$ cat src/rtl/mem_exc_unit_pkg.sv
// Shared definitions for the memory-stage exception unit: op encodings, cause codes,
// region attribute bit positions, default address map and record FSM states.
package mem_exc_unit_pkg;

    localparam logic [2:0] OP_NONE = 3'b000;
    localparam logic [2:0] OP_LW   = 3'b001;
    localparam logic [2:0] OP_LH   = 3'b010;
    localparam logic [2:0] OP_LB   = 3'b011;
    localparam logic [2:0] OP_SW   = 3'b100;
    localparam logic [2:0] OP_SH   = 3'b101;
    localparam logic [2:0] OP_SB   = 3'b110;

    localparam logic [4:0] EXC_ADEL = 5'd4;
    localparam logic [4:0] EXC_ADES = 5'd5;

    localparam int ATTR_WORD_ONLY = 0;
    localparam int ATTR_NO_STORE  = 1;
    localparam int ATTR_NO_LOAD   = 2;

    // Legacy peripheral addresses (DM_addr, Time0, Time1, Break_addr) plus the counters
    localparam logic [31:0] DM_ADDR    = 32'h0000_0000;
    localparam logic [31:0] DM_LIMIT   = 32'h0000_2FFF;
    localparam logic [31:0] TIME0_ADDR = 32'h0000_7F00;
    localparam logic [31:0] TIME0_LIM  = 32'h0000_7F0B;
    localparam logic [31:0] TIME1_ADDR = 32'h0000_7F10;
    localparam logic [31:0] TIME1_LIM  = 32'h0000_7F1B;
    localparam logic [31:0] BREAK_ADDR = 32'h0000_7F20;
    localparam logic [31:0] BREAK_LIM  = 32'h0000_7F23;
    localparam logic [31:0] CNT0_ADDR  = 32'h0000_7F08;
    localparam logic [31:0] CNT0_LIM   = 32'h0000_7F0B;
    localparam logic [31:0] CNT1_ADDR  = 32'h0000_7F18;
    localparam logic [31:0] CNT1_LIM   = 32'h0000_7F1B;

    localparam logic [6*32-1:0] DEF_REGION_BASE =
        {DM_ADDR, TIME0_ADDR, TIME1_ADDR, BREAK_ADDR, CNT0_ADDR, CNT1_ADDR};
    localparam logic [6*32-1:0] DEF_REGION_LIMIT =
        {DM_LIMIT, TIME0_LIM, TIME1_LIM, BREAK_LIM, CNT0_LIM, CNT1_LIM};
    localparam logic [6*3-1:0] DEF_REGION_ATTR =
        {3'b000, 3'b001, 3'b001, 3'b000, 3'b010, 3'b010};

    localparam logic [0:0] ST_IDLE = 1'b0;
    localparam logic [0:0] ST_HELD = 1'b1;

endpackage

$ cat src/rtl/mem_exc_unit_region_match.sv
// One address window: inclusive range compare and attribute decode into
// load/store forbid flags (only meaningful when the window is hit).
module mem_region_match
    import mem_exc_unit_pkg::*;
#(
    parameter int             AW    = 32,
    parameter logic [AW-1:0]  BASE  = '0,
    parameter logic [AW-1:0]  LIMIT = '0,
    parameter logic [2:0]     ATTR  = 3'b000
) (
    input  logic [AW-1:0] addr,
    input  logic          sub_word,
    output logic          hit,
    output logic          ld_forbid,
    output logic          st_forbid
);

    logic word_viol;

    assign hit       = (addr >= BASE) && (addr <= LIMIT);
    assign word_viol = ATTR[ATTR_WORD_ONLY] && sub_word;
    assign ld_forbid = hit && (ATTR[ATTR_NO_LOAD]  || word_viol);
    assign st_forbid = hit && (ATTR[ATTR_NO_STORE] || word_viol);

endmodule

$ cat src/rtl/mem_exc_unit.sv
// Registered M-stage AdEL/AdES checker over a configurable region table, with a sticky
// fault record for CP0. Define MEM_EXC_CNT_EN to add saturating per-kind fault counters.
module mem_exc_unit
    import mem_exc_unit_pkg::*;
#(
    parameter int                          AW           = 32,
    parameter int                          NUM_REGIONS  = 6,
    parameter logic [NUM_REGIONS*AW-1:0]   REGION_BASE  = DEF_REGION_BASE,
    parameter logic [NUM_REGIONS*AW-1:0]   REGION_LIMIT = DEF_REGION_LIMIT,
    parameter logic [NUM_REGIONS*3-1:0]    REGION_ATTR  = DEF_REGION_ATTR
`ifdef MEM_EXC_CNT_EN
    ,
    parameter int                          CNT_W        = 16
`endif
) (
    input  logic          clk,
    input  logic          reset,
    input  logic          req_valid,
    input  logic [AW-1:0] req_addr,
    input  logic [2:0]    req_op,
    input  logic          stall,
    input  logic          flush,
    output logic          exc_valid,
    output logic          exc_adel,
    output logic          exc_ades,
    output logic          rec_valid,
    output logic [4:0]    rec_cause,
    output logic [AW-1:0] rec_badvaddr,
    output logic          rec_overflow,
    input  logic          rec_ack,
`ifdef MEM_EXC_CNT_EN
    output logic [CNT_W-1:0] cnt_adel,
    output logic [CNT_W-1:0] cnt_ades,
`endif
    output logic [0:0]    dbg_state
);

    logic                   is_load, is_store, sub_word, misalign;
    logic                   any_hit, any_ld_forbid, any_st_forbid;
    logic                   fault_ld, fault_st, update, new_fault;
    logic [NUM_REGIONS-1:0] hit_vec, ld_forbid_vec, st_forbid_vec;
    logic [0:0]             state;

    assign is_load  = (req_op == OP_LW) || (req_op == OP_LH) || (req_op == OP_LB);
    assign is_store = (req_op == OP_SW) || (req_op == OP_SH) || (req_op == OP_SB);
    assign sub_word = (req_op == OP_LH) || (req_op == OP_LB) ||
                      (req_op == OP_SH) || (req_op == OP_SB);

    always_comb begin
        misalign = 1'b0;
        case (req_op)
            OP_LW, OP_SW: misalign = (req_addr[1:0] != 2'b00);
            OP_LH, OP_SH: misalign = req_addr[0];
            default:      misalign = 1'b0;
        endcase
    end

    for (genvar i = 0; i < NUM_REGIONS; i++) begin : g_region
        mem_region_match #(
            .AW    (AW),
            .BASE  (REGION_BASE[i*AW +: AW]),
            .LIMIT (REGION_LIMIT[i*AW +: AW]),
            .ATTR  (REGION_ATTR[i*3 +: 3])
        ) u_match (
            .addr      (req_addr),
            .sub_word  (sub_word),
            .hit       (hit_vec[i]),
            .ld_forbid (ld_forbid_vec[i]),
            .st_forbid (st_forbid_vec[i])
        );
    end

    // Overlapping windows: any forbidding hit wins, no window can grant back access
    assign any_hit       = |hit_vec;
    assign any_ld_forbid = |ld_forbid_vec;
    assign any_st_forbid = |st_forbid_vec;

    assign fault_ld  = req_valid && is_load  && (misalign || !any_hit || any_ld_forbid);
    assign fault_st  = req_valid && is_store && (misalign || !any_hit || any_st_forbid);
    assign update    = !flush && !stall;
    assign new_fault = update && (fault_ld || fault_st);

    always_ff @(posedge clk or posedge reset) begin
        if (reset) begin
            exc_valid <= 1'b0;
            exc_adel  <= 1'b0;
            exc_ades  <= 1'b0;
        end else if (flush) begin
            exc_valid <= 1'b0;
            exc_adel  <= 1'b0;
            exc_ades  <= 1'b0;
        end else if (!stall) begin
            exc_valid <= req_valid && (is_load || is_store);
            exc_adel  <= fault_ld;
            exc_ades  <= fault_st;
        end
    end

    // Sticky record: first fault is kept until acked; later ones only flag overflow
    always_ff @(posedge clk or posedge reset) begin
        if (reset) begin
            state        <= ST_IDLE;
            rec_cause    <= 5'd0;
            rec_badvaddr <= '0;
            rec_overflow <= 1'b0;
        end else begin
            case (state)
                ST_IDLE: begin
                    if (new_fault) begin
                        state        <= ST_HELD;
                        rec_cause    <= fault_ld ? EXC_ADEL : EXC_ADES;
                        rec_badvaddr <= req_addr;
                        rec_overflow <= 1'b0;
                    end
                end
                default: begin
                    if (rec_ack) begin
                        rec_overflow <= 1'b0;
                        if (new_fault) begin
                            rec_cause    <= fault_ld ? EXC_ADEL : EXC_ADES;
                            rec_badvaddr <= req_addr;
                        end else begin
                            state <= ST_IDLE;
                        end
                    end else if (new_fault) begin
                        rec_overflow <= 1'b1;
                    end
                end
            endcase
        end
    end

    assign rec_valid = (state == ST_HELD);
    assign dbg_state = state;

`ifdef MEM_EXC_CNT_EN
    localparam logic [CNT_W-1:0] CNT_ONE = {{(CNT_W-1){1'b0}}, 1'b1};

    always_ff @(posedge clk or posedge reset) begin
        if (reset) begin
            cnt_adel <= '0;
            cnt_ades <= '0;
        end else begin
            if (new_fault && fault_ld && (cnt_adel != {CNT_W{1'b1}}))
                cnt_adel <= cnt_adel + CNT_ONE;
            if (new_fault && fault_st && (cnt_ades != {CNT_W{1'b1}}))
                cnt_ades <= cnt_ades + CNT_ONE;
        end
    end
`endif

endmodule
$ cat config.mk
export PLATFORM = sky130hd
export DESIGN_NAME = mem_exc_unit
export DESIGN_NICKNAME = d
export VERILOG_FILES = /design/src/rtl/mem_exc_unit_pkg.sv /design/src/rtl/mem_exc_unit_region_match.sv /design/src/rtl/mem_exc_unit.sv
export SDC_FILE = /design/constraint.sdc
export NUM_CORES = 1
export LEC_CHECK = 0
export CORE_ASPECT_RATIO = 0.6
export CORE_MARGIN = 2
export CORE_UTILIZATION = 40
export CTS_CLUSTER_DIAMETER = 30
export DETAILED_ROUTE_END_ITERATION = 6
export GPL_TIMING_DRIVEN = 0
export PLACE_DENSITY = 0.79
export SETUP_SLACK_MARGIN = 0.05
export SYNTH_ARGS = -nofsm -noshare
export SYNTH_HDL_FRONTEND = slang
export SYNTH_SLANG_ARGS = --single-unit
$ cat constraint.sdc
create_clock -name clk -period 1.85 [get_ports clk]
set_input_delay 0.2775 -clock clk [delete_from_list [all_inputs] [get_ports clk]]
set_output_delay 0.2775 -clock clk [all_outputs]
set_load 0.005 [all_outputs]
==> impl_results.md, run 1 <==
- Area growth syn-to-layout: 73.7%
- Post-synth top area cell: dfrtp_1
- Worst Min Path Start: req_addr[10]
- VDD IR max: 604 µV
- Final setup fails: 31
- Worst-case clock buffer depth: 2
- Vias in the first global route: 1596
- CTS tree: yes
- Crit path max fanout: 5
- Final clock skew: 0.00497 ns
- Total CTS buffers: 5
- # rows: 18
- Sequential share of power: 43.8%
- Vias post-DR: 1472
- Slew margin rel.: 45.6%
- Total iterations of the first detailed-routing run: 4
- GRT overflow: 0
- # clock sinks: 39
- Wire length per cell: 17.6 µm
- Switching share of total power: 25.6%
- Post-Syn Area: 1740 µm²
- Outcome: finished with violations
- Leak: 1.33 nW
- Area after DPL: 2620 µm²
- Max_cap viols: 0
- Post-synth EDFFs: 0
- # diodes: 0
- Slew @ Worst Pin: 0.815 ns
- GPL Wtd Cong: 0.710
- Starting DRT DRC Count: 28
- Design area: 3010 µm²
- Internal: 1.99 mW
- Tot Pwr: 2.67 mW
- Post-DRT Antenna Nets: 0
- DRC: 0
- CP Class: input port to register
- Reg2reg end: rec_badvaddr[28]$_DFFE_PP0P_
- Hold path depth: 2
- Clock Tree Root: clkbuf_8
- Logic pwr share: 35.3%
- Async SR Flop Fraction: 100%
- Initial antenna violation count: 0
- Net Switching: 683 µW
- I/O Buffers: 80
- Avg Inst Size Synth: 13.3 µm²
- Final period util: 106%
- Worst setup margin: -0.111 ns
- First-pass GRT wire length: 8150 µm
- Die width: 89.0 µm
- Seq cells post-synth: 39
- R2R cell count: 6
- Critical Path Source Type: input port
- HPWL after DPL: 3320 µm
- RSZ-0062 raised after global routing: true
- Synth top area share: 56.2%
- Hold path endpoint: rec_badvaddr[10]$_DFFE_PP0P_
- H-tree depth: 2
- Clock share of power: 20.9%
- Fin. Hold Viols: 0
- Total negative slack: -2.70 ns
- WP data arrival: 2.14 ns
- Final wirelength: 5190 µm
- Final Max Slew Viols: 0
- Reg2reg setup slack: 0.17 ns
- Gr usage total: 23.0%
- Die Y: 55.0 µm
- Largest net degree at the start of global routing: 40
- Clk Latency, worst-skew pair: 0.29 ns
- Initial core utilization: 41.9%
- Commonest register cell after synthesis: dfrtp_1
- CTS clk-pin slew, worst paths: 0.07 ns
- Mapped Cells: 130
- Violated checks: setup timing
- Nets@finish: 275
- Core ar.: 4140 µm²
- Via density: 4.99
- Critical R2R Launch: dbg_state$_DFF_PP0_
- Yosys warns: 0
- Hold Crit Class: input port to register
- Power Dens Cells: 886 nW/µm²
- Most common cell in the netlist: dfrtp_1
- Minimum clock period: 1.96 ns
- Post-synth cell types: 36
- Synth area leaders: dfrtp_1 56%, mux2_2 19%, buf_6 1.9%, mux2_1 1.9%, nor4_1 1.8%
- Commonest cells in the netlist: 39 x dfrtp_1, 29 x mux2_2, 5 x nor4_1, 5 x o21ai_0
- Post-synthesis sequential area ratio: 56.2%
- Share of layout cells above drive strength 1: 41.3%
- Die area: 4900 µm²
- Max Clock Freq: 0.510 GHz
- Worst Setup End Kind: register
- Worst slack at placement: -0.892 ns
- Worst EP required: 2.03 ns
- I/O pin total: 84
## power by group through the flow
| stage | Combinational (mW) | Sequential (mW) | Clock [mW] |
|---|---|---|---|
| global placement | 0.808 | 1.17 | 0 |
| CTS | 0.900 | 1.16 | 0.570 |
| detailed placement | 0.824 | 1.17 | 0 |
| finish | 0.941 | 1.17 | 0.559 |
| floorplan | 0.233 | 1.18 | 0 |
| global route | 1.01 | 1.19 | 0.604 |
## critical path: stages
cell       delay [ns]
buf_6            0.10
a2111o_1         0.44
buf_6            0.14
a2111oi_4        0.19
or3_4            0.20
a31o_4           0.16
a21oi_4          0.07
buf_6            0.14
buf_8            0.13
mux2_4           0.30
## cell type report
| class | count | area [µm²] |
|---|---|---|
| multi-input cells | 83 | 902 |
| clock inverters | 1 | 5.00 |
| well taps | 60 | 75.1 |
| clock buffers | 7 | 76.3 |
| plain buffers | 7 | 71.3 |
| flip-flops and latches | 39 | 976 |
| fillers | 312 | 1130 |
| inverters | 3 | 11.3 |
| repair buffers | 95 | 897 |
## per-stage QoR
step                      std cells  hold WS [ns]  util (%)
final                           295         0.221      72.7
after global routing            295         0.216      72.7
after CTS                       294         0.210      70.7
after detailed placement        272         0.457      63.2
after global placement          272         0.454      63.2
after floorplan                 132         0.343         -
## how the worst max path moves through the flow
stage / startpoint / slack [ns] / cells past startpoint / to
after floorplan: req_addr[3] / -0.13 / 7 / rec_badvaddr[0]$_DFFE_PP0P_
final: req_addr[2] / -0.11 / 10 / rec_badvaddr[17]$_DFFE_PP0P_
after global placement: req_op[2] / -0.86 / 8 / rec_badvaddr[28]$_DFFE_PP0P_
after CTS: req_addr[7] / -0.1 / 9 / rec_badvaddr[5]$_DFFE_PP0P_
after global routing: req_addr[2] / -0.16 / 10 / rec_badvaddr[17]$_DFFE_PP0P_
after detailed placement: req_op[2] / -0.89 / 8 / rec_badvaddr[27]$_DFFE_PP0P_
## timing repair
action / 4_1_cts / 5_1_grt
pin swaps: 18 / 8
endpoints found under the hold margin: 0 / 0
cloned: 3 / 0
hold buffers: 0 / 0
setup endpoints to repair: 35 / 35
resized for setup: 129 / 30
buffers inserted: 11 / 2
## logic make-up after synthesis
logic type | share of synthesized area (%)
other cells | 0.216
mux | 20.8
simple gates | 9.59
buf+inv | 4.33
flops | 56.2
compound gates | 8.87
## state kept, by name (all words and copies together), names as in the netlist
name,count
dbg_state,1
exc_adel,1
exc_ades,1
exc_valid,1
rec_badvaddr,32
rec_cause,2
rec_overflow,1
## routing by layer
metal | GRT usage [%] | vias to the layer above | wire length (µm)
met3 | 6.23 | 7 | 304
met2 | 38.7 | 51 | 2500
met1 | 30.2 | 734 | 2340
li1 | - | 680 | -
met5 | 0 | - | 0
met4 | 5.97 | 0 | 44
## cell usage in the layout (no fill, tap or decap), types with 2 or more instances in the layout
master	netlist	routed
buf_2	0	8
buf_4	4	15
buf_6	3	12
buf_8	0	2
clkbuf_1	0	2
clkbuf_8	0	5
clkdlybuf4s15_1	0	3
clkdlybuf4s50_1	0	44
conb_1	1	3
dfrtp_1	39	39
dlygate4sd2_1	0	16
inv_1	3	2
mux2_2	29	5
mux2_4	0	26
nand2_1	4	4
nand4_1	3	3
nor2_1	3	2
nor4_2	0	3
o21ai_0	5	4
or2_2	2	2
(Power assumes the default switching activity.)
==> run 2, diff against run 1 <==
Settings changed: DONT_BUFFER_PORTS set to 1, PLACE_DENSITY 0.79 to not set.
==> run 2 against run 1 <==
The flow now finishes without violations; critical endpoint unchanged; cell area is 32% lower; sequential power up 4%; utilization decreased by 23 points; count of clock-buffer cells in the layout shrank 1; non-clock buffer count is 87 lower; critical path depth down 2; clock skew decreased by 0.0011 ns; combinational power shrank 69%.
==> impl_results.md, run 2 (same netlist as run 1, synthesis figures left out) <==
- GRT overflow: 0 (unchanged)
- Vias post-DR: 1109 (-25%)
- Most frequent cells in the layout: 39 x dfrtp_1, 29 x mux2_2, 8 x buf_4
- Largest net degree at the start of global routing: 22 (-45%)
- Minimum clock period: 1.81 ns (-0.153 ns)
- Die width: 89.0 µm (unchanged)
- Worst path max stage delay: 0.42 ns (-0.02 ns)
- Final Max Slew Viols: 0 (unchanged)
- Max_cap viols: 0 (unchanged)
- WP data arrival: 1.98 ns (-0.16 ns)
- Power Dens Cells: 992 nW/µm² (+12%)
- DRC: 0 (unchanged)
- Clk Latency, worst-skew pair: 0.29 ns (about the same)
- Die Y: 55.0 µm (unchanged)
- Final wirelength: 3910 µm (-25%)
- Worst EP required: 2.02 ns (about the same)
- Share of layout cells above drive strength 1: 41.8% (+0.50 points)
- CP Class: input port to register
- I/O pin total: 84 (unchanged)
- Final clock skew: 0.00388 ns (-0.00109 ns)
- First-pass GRT wire length: 5620 µm (-31%)
- # rows: 18 (unchanged)
- H-tree depth: 2 (unchanged)
- RSZ-0062 raised after global routing: true
- Slew margin rel.: 47.3% (+1.7 points)
- VDD IR max: 466 µV (-23%)
- Worst-case clock buffer depth: 2 (unchanged)
- Number of flip-flops in the largest register: 32 (unchanged)
- Post-DRT Antenna Nets: 0 (unchanged)
- Worst slack at placement: -0.363 ns (+0.529 ns)
- Nets@finish: 188 (-32%)
- Crit path max fanout: 7 (+2)
- Total CTS buffers: 5 (unchanged)
- Critical path buffer and inverter count: 2 (-2)
- # clock sinks: 39 (unchanged)
- Area growth syn-to-layout: 17.7%
- Clock Tree Root: clkbuf_8
- Via density: 5.38 (+7.9%)
- Total negative slack: 0 ns (+2.70 ns)
- Initial antenna violation count: 0 (unchanged)
- Die area: 4900 µm² (unchanged)
- Worst setup margin: 0.0421 ns (+0.153 ns)
- Critical Path Source Type: input port
- Starting DRT DRC Count: 39 (+39%)
- Core Util, Final: 49.3% (-23 points)
- Crit-path cells: a2111o_1, nor3_1, o21ai_1, a31o_4, a21oi_4, buf_12, buf_6, mux2_2
- Hold Crit Class: input port to async pin
- Vias in the first global route: 1167 (-27%)
- Commonest non-fill, non-tap cell in the layout: dfrtp_1
- GPL Wtd Cong: 0.716 (+0.83%)
- Wire length per cell: 19.0 µm (+8.0%)
- CTS tree: yes
- Max Clock Freq: 0.553 GHz (+8.4%)
- Filler Cells Inserted: 381 (+22%)
- Outcome: completed
- Fin. Hold Viols: 0 (unchanged)
- Leak: 0.839 nW (-37%)
- Slew @ Worst Pin: 0.790 ns (-0.0250 ns)
- Cts hold-fix bufs: 0 (unchanged)
- Largest registers: rec_badvaddr x32, rec_cause x2
- Worst Setup End Kind: register
- Family with the most delay on the worst path: compound AO/OA/AOI/OAI gates
- Core ar.: 4140 µm² (unchanged)
- Gr usage total: 16.1% (-6.9 points)
- Initial core utilization: 41.9% (unchanged)
- HPWL after DPL: 2860 µm (-14%)
- I/O Buffers: 0 (-100%)
- Top reg by flops: rec_badvaddr
- Tot Pwr: 2.03 mW (-24%)
- CTS clk-pin slew, worst paths: 0.07 ns (about the same)
- Crit path max-delay cell type: a2111o_1
- Total iterations of the first detailed-routing run: 3 (-1)
- WHS: 0.0276 ns (-0.193 ns)
- # diodes: 0 (unchanged)
- Reg2reg setup slack: 0.18 ns (about the same)
- Final setup fails: 0 (-100%)
- Final period util: 97.7% (-8.3 points)
==> run 2: worst paths after layout <==
path	end	start	cells past startpoint
worst max-delay path	rec_badvaddr[17]$_DFFE_PP0P_	req_addr[3]	8
worst min-delay path	rec_badvaddr[21]$_DFFE_PP0P_	reset	1
worst max register to register	rec_badvaddr[17]$_DFFE_PP0P_	dbg_state$_DFF_PP0_	6
worst min register to register	rec_cause[2]$_DFFE_PP0P_	rec_cause[2]$_DFFE_PP0P_	1
max in group asynchronous	exc_valid$_DFFE_PP0P_	reset	2
min in group clk	exc_adel$_DFFE_PP0P_	flush	1
==> run 2: timing repair <==
item	CTS	global route
gates cloned	2	0
setup buffers	5	0
pin swaps	4	0
resized for setup	8	5
hold endpoints to repair	0	0
endpoints found under the setup margin	29	33
==> run 2: metrics by stage <==
step,instance area (µm²),instances
finish,2040,206
CTS,2020,206
global route,2040,206
detailed placement,1850,193
floorplan,1740,132
global placement,1820,192
==> run 2: report_power, final <==
part	internal (mW)	switching, mW	leakage, nW
sequential	1.06	0.158	0.473
combinational	0.187	0.102	0.328
clock	0.251	0.271	0.0371
==> run 2: area by class of cell <==
type | instances | area [µm²] | share of cell area [%]
plain buffers | 7 | 72.6 | 3.55
clock buffers | 6 | 72.6 | 3.55
inverters | 3 | 11.3 | 0.551
multi-input cells | 83 | 736 | 36.0
flip-flops and latches | 39 | 976 | 47.8
well taps | 60 | 75.1 | 3.67
repair buffers | 8 | 100 | 4.90
==> run 2: routing by layer <==
metal | up-vias | GRT usage (%) | part of all wire [%]
li1 | 504 | - | -
met1 | 543 | 20.3 | 44
met2 | 55 | 24.4 | 45
met3 | 7 | 7.57 | 10
met4 | 0 | 5.97 | 1.0
met5 | - | 0 | 0
==> run 3, diff against run 2 <==
Settings changed: ABC_AREA set to 1.
==> run 3 against run 2 <==
Area after synthesis up 28%; register-to-register slack better by 0.27 ns; routed wire length up 38%; via count up 66%; critical path type unchanged; die area up 26%; synthesized cell count up 120%; utilization up 2.1 points; sequential share of layout area down 11 points; global-route usage up 1.1 points; first-iteration DRC count up 77%; hold slack worse by 0.0057 ns; largest power group unchanged; worst setup slack better by 0.072 ns.
==> impl_results.md, run 3 <==
- GRT overflow: 0 (unchanged)
- WP data arrival: 1.92 ns (-0.06 ns)
- Final period util: 93.9% (-3.9 points)
- Commonest non-fill, non-tap cell in the layout: nand2_1
- Crit path max fanout: 8 (+1)
- Final setup fails: 0 (unchanged)
- # rows: 20 (+2)
- Largest registers: rec_badvaddr x32, rec_cause x2
- Vias post-DR: 1846 (+66%)
- Critical Path Source Type: input port
- CTS tree: yes
- Gr busiest metal: met2
- Async SR Flop Fraction: 100% (unchanged)
- Seq cells post-synth: 39 (unchanged)
- Final Max Slew Viols: 0 (unchanged)
- RSZ-0062 raised after global routing: true
- Wire length per cell: 14.5 µm (-24%)
- Worst path max stage delay: 0.19 ns (-0.23 ns)
- I/O Buffers: 0 (unchanged)
- Met3 usage: 6.70% (-0.87 points)
- Design area: 2670 µm² (+31%)
- HPWL after DPL: 3880 µm (+36%)
- Synth top area share: 44.0% (-12 points)
- Power Dens Cells: 806 nW/µm² (-19%)
- Area of the multi-input gates: 1230 µm² (+67%)
- Die Y: 61.7 µm (+12%)
- Avg Inst Size Synth: 7.75 µm² (-42%)
- R2R cell count: 4 (-2)
- Largest net degree at the start of global routing: 40 (+82%)
- Fin. Hold Viols: 0 (unchanged)
- Number of flip-flops in the largest register: 32 (unchanged)
- Total negative slack: 0 ns (unchanged)
- Critical path buffer and inverter count: 2 (unchanged)
- # clock sinks: 39 (unchanged)
- Top reg by flops: rec_badvaddr
- Mapped Cells: 286 (+120%)
- Most used cell, CP: nand2_2
- Worst Setup End Kind: register
- GPL Wtd Cong: 0.836 (+17%)
- Commonest cells in the netlist: 91 x nand2_1, 50 x nand3_1, 39 x dfrtp_1
- Share of layout cells above drive strength 1: 32.7% (-9.1 points)
- Final clock skew: 0.00269 ns (-0.00119 ns)
- Vias in the first global route: 1699 (+46%)
- Max_cap viols: 0 (unchanged)
- Area after DPL: 2310 µm² (+25%)
- Slew margin rel.: 44.7% (-2.5 points)
- Gr usage total: 17.2% (+1.1 points)
- Total iterations of the first detailed-routing run: 4 (+1)
- Commonest register cell after synthesis: dfrtp_1
- # diodes: 0 (unchanged)
- Slew @ Worst Pin: 0.828 ns (+0.0374 ns)
- Yosys warns: 0 (unchanged)
- Hold Crit Class: input port to async pin
- Area growth syn-to-layout: 20.6%
- M1 GR Usage: 24.0% (+3.7 points)
- Post-synth cell types: 25 (-31%)
- VDD IR max: 336 µV (-28%)
- H-tree depth: 2 (unchanged)
- Die area: 6170 µm² (+26%)
- Die width: 100 µm (+12%)
- Most frequent cells in the layout: 73 x nand2_1, 49 x nand3_1, 39 x nand2_2, 39 x dfrtp_1
- Met2 Usage GRT: 25.2% (+0.81 points)
- Minimum clock period: 1.74 ns (-0.0715 ns)
- Post-Syn Area: 2220 µm² (+28%)
- Sequential Area: 976 µm² (unchanged)
- Final wirelength: 5380 µm (+38%)
- Max Clock Freq: 0.576 GHz (+4.1%)
- Clk Latency, worst-skew pair: 0.29 ns (about the same)
- Post-synth EDFFs: 0 (unchanged)
- Crit-path cells: nor2_4, nand2_2, nor2_2, nand2_2, inv_1, nand2_1, nand2_2, nand2_2, nand2_1, a21oi_1, nand2_2, nand3_4, nand2_8, nand2_8, clkbuf_16, nand2_4, nand2_1
- Initial core utilization: 42.6% (+0.72 points)
- Levels on crit path: 17 (+9)
- Synth area leaders: dfrtp_1 44%, nand2_1 15%, nand3_1 11%, nand2_2 7.6%, nor2_1 3.7%
- Outcome: completed
- Post-DRT Antenna Nets: 0 (unchanged)
- Nets@finish: 346 (+84%)
- Worst-case clock buffer depth: 2 (unchanged)
- Worst EP required: 2.03 ns (about the same)
- Leak: 1.33 nW (+58%)
- DRC: 0 (unchanged)
- Via density: 4.96 (-7.8%)
- Total CTS buffers: 5 (unchanged)
- I/O pin total: 84 (unchanged)
- Clock Tree Root: clkbuf_8
- Starting DRT DRC Count: 69 (+77%)
- Crit path max-delay cell type: clkbuf_16
- CP Class: input port to register
- Core ar.: 5200 µm² (+26%)
- Initial antenna violation count: 0 (unchanged)
- First-pass GRT wire length: 8180 µm (+46%)
- Post-synth top area cell: dfrtp_1
- Most common cell in the netlist: nand2_1
- CTS clk-pin slew, worst paths: 0.08 ns (about the same)
- Family with the most delay on the worst path: simple AND/OR/NAND/NOR gates
- Post-synthesis sequential area ratio: 44.0% (-12 points)
- Filler Cells Inserted: 510 (+34%)
[run 3: changes by cell type in the layout (fill, tap and decap cells not counted), sizes merged, moves of 2 or more]
cell and change:
or2 -2, a21o -2, or3 -2, nor2 +24
nand2b -2, mux2 -32, clkbuf +5, clkinv +2
nor4 -5, inv +14, nand2 +119, buf +2
nand3 +51
[run 3: path summary, 6_finish.rpt]
kind                                                 to  slack [ns]                      from
setup / recovery            rec_badvaddr[4]$_DFFE_PP0P_        0.11              req_addr[27]
hold reg to reg                rec_cause[2]$_DFFE_PP0P_        0.50  rec_cause[2]$_DFFE_PP0P_
setup reg to reg           rec_badvaddr[12]$_DFFE_PP0P_        0.45       dbg_state$_DFF_PP0_
hold / removal             rec_badvaddr[22]$_DFFE_PP0P_        0.02                     reset
max in group asynchronous          exc_ades$_DFFE_PP0P_        1.31                     reset
min in group clk            rec_badvaddr[9]$_DFFE_PP0P_        0.12               req_addr[9]
[run 3: worst reg2reg max path: cells and delay by family, from the launching register on]
family                 cells  cell delay (ns)
DFF                        1             0.42
buffers and inverters      1             0.41
and+or+nand+nor            3             0.51
[run 3: final cells by class]
cell class                 count  share of cell area, %
inverter                      18                   2.81
multi-input combinational    219                   46.0
timing repair buffer           9                   3.84
sequential                    39                   36.5
clock inverter                 2                  0.468
clock buffer                   6                   2.71
tap                           66                   3.09
buffer                        13                   4.59
[run 3: cells by family (layout without fill, tap and decap cells)]
logic type	count (synthesis)	count (layout)	share of synthesized area (%)
flops	39	39	44.0
xor+xnor	1	1	0.395
simple gates	207	208	45.4
buf+inv	31	48	8.47
compound gates	7	7	1.58
other cells	1	3	0.169
[run 3: where the power goes]
group	switching [mW]	internal, mW
clock	0.312	0.264
combinational	0.198	0.177
sequential	0.175	1.03
[run 3: through the flow]
| step | power, mW | hold slack [ns] | instances | setup slack [ns] | util [%] |
|---|---|---|---|---|---|
| floorplan | 1.44 | 0.422 | 288 | 0.0517 | - |
| global placement | 1.52 | 0.426 | 354 | -0.288 | 44.4 |
| detailed placement | 1.53 | 0.379 | 354 | -0.301 | 44.4 |
| CTS | 2.11 | 0.0598 | 362 | 0.0585 | 46.1 |
| global route | 2.28 | 0.0913 | 372 | -0.00788 | 51.4 |
| finish | 2.15 | 0.0219 | 372 | 0.114 | 51.4 |
[run 3: what timing repair did]
item / CTS / global route
gates resized for setup: 1 / 49
pin swaps: 0 / 16
buffers inserted: 0 / 7
setup endpoints to repair: 29 / 35
gates cloned: 0 / 3
endpoints found under the hold margin: 0 / 0
hold buffers: 0 / 0
[run 3: per-layer routing]
metal	share of wire, %	vias up
li1	-	945
met1	49	825
met2	41	72
met3	10	4
met4	0.46	0
met5	0	-
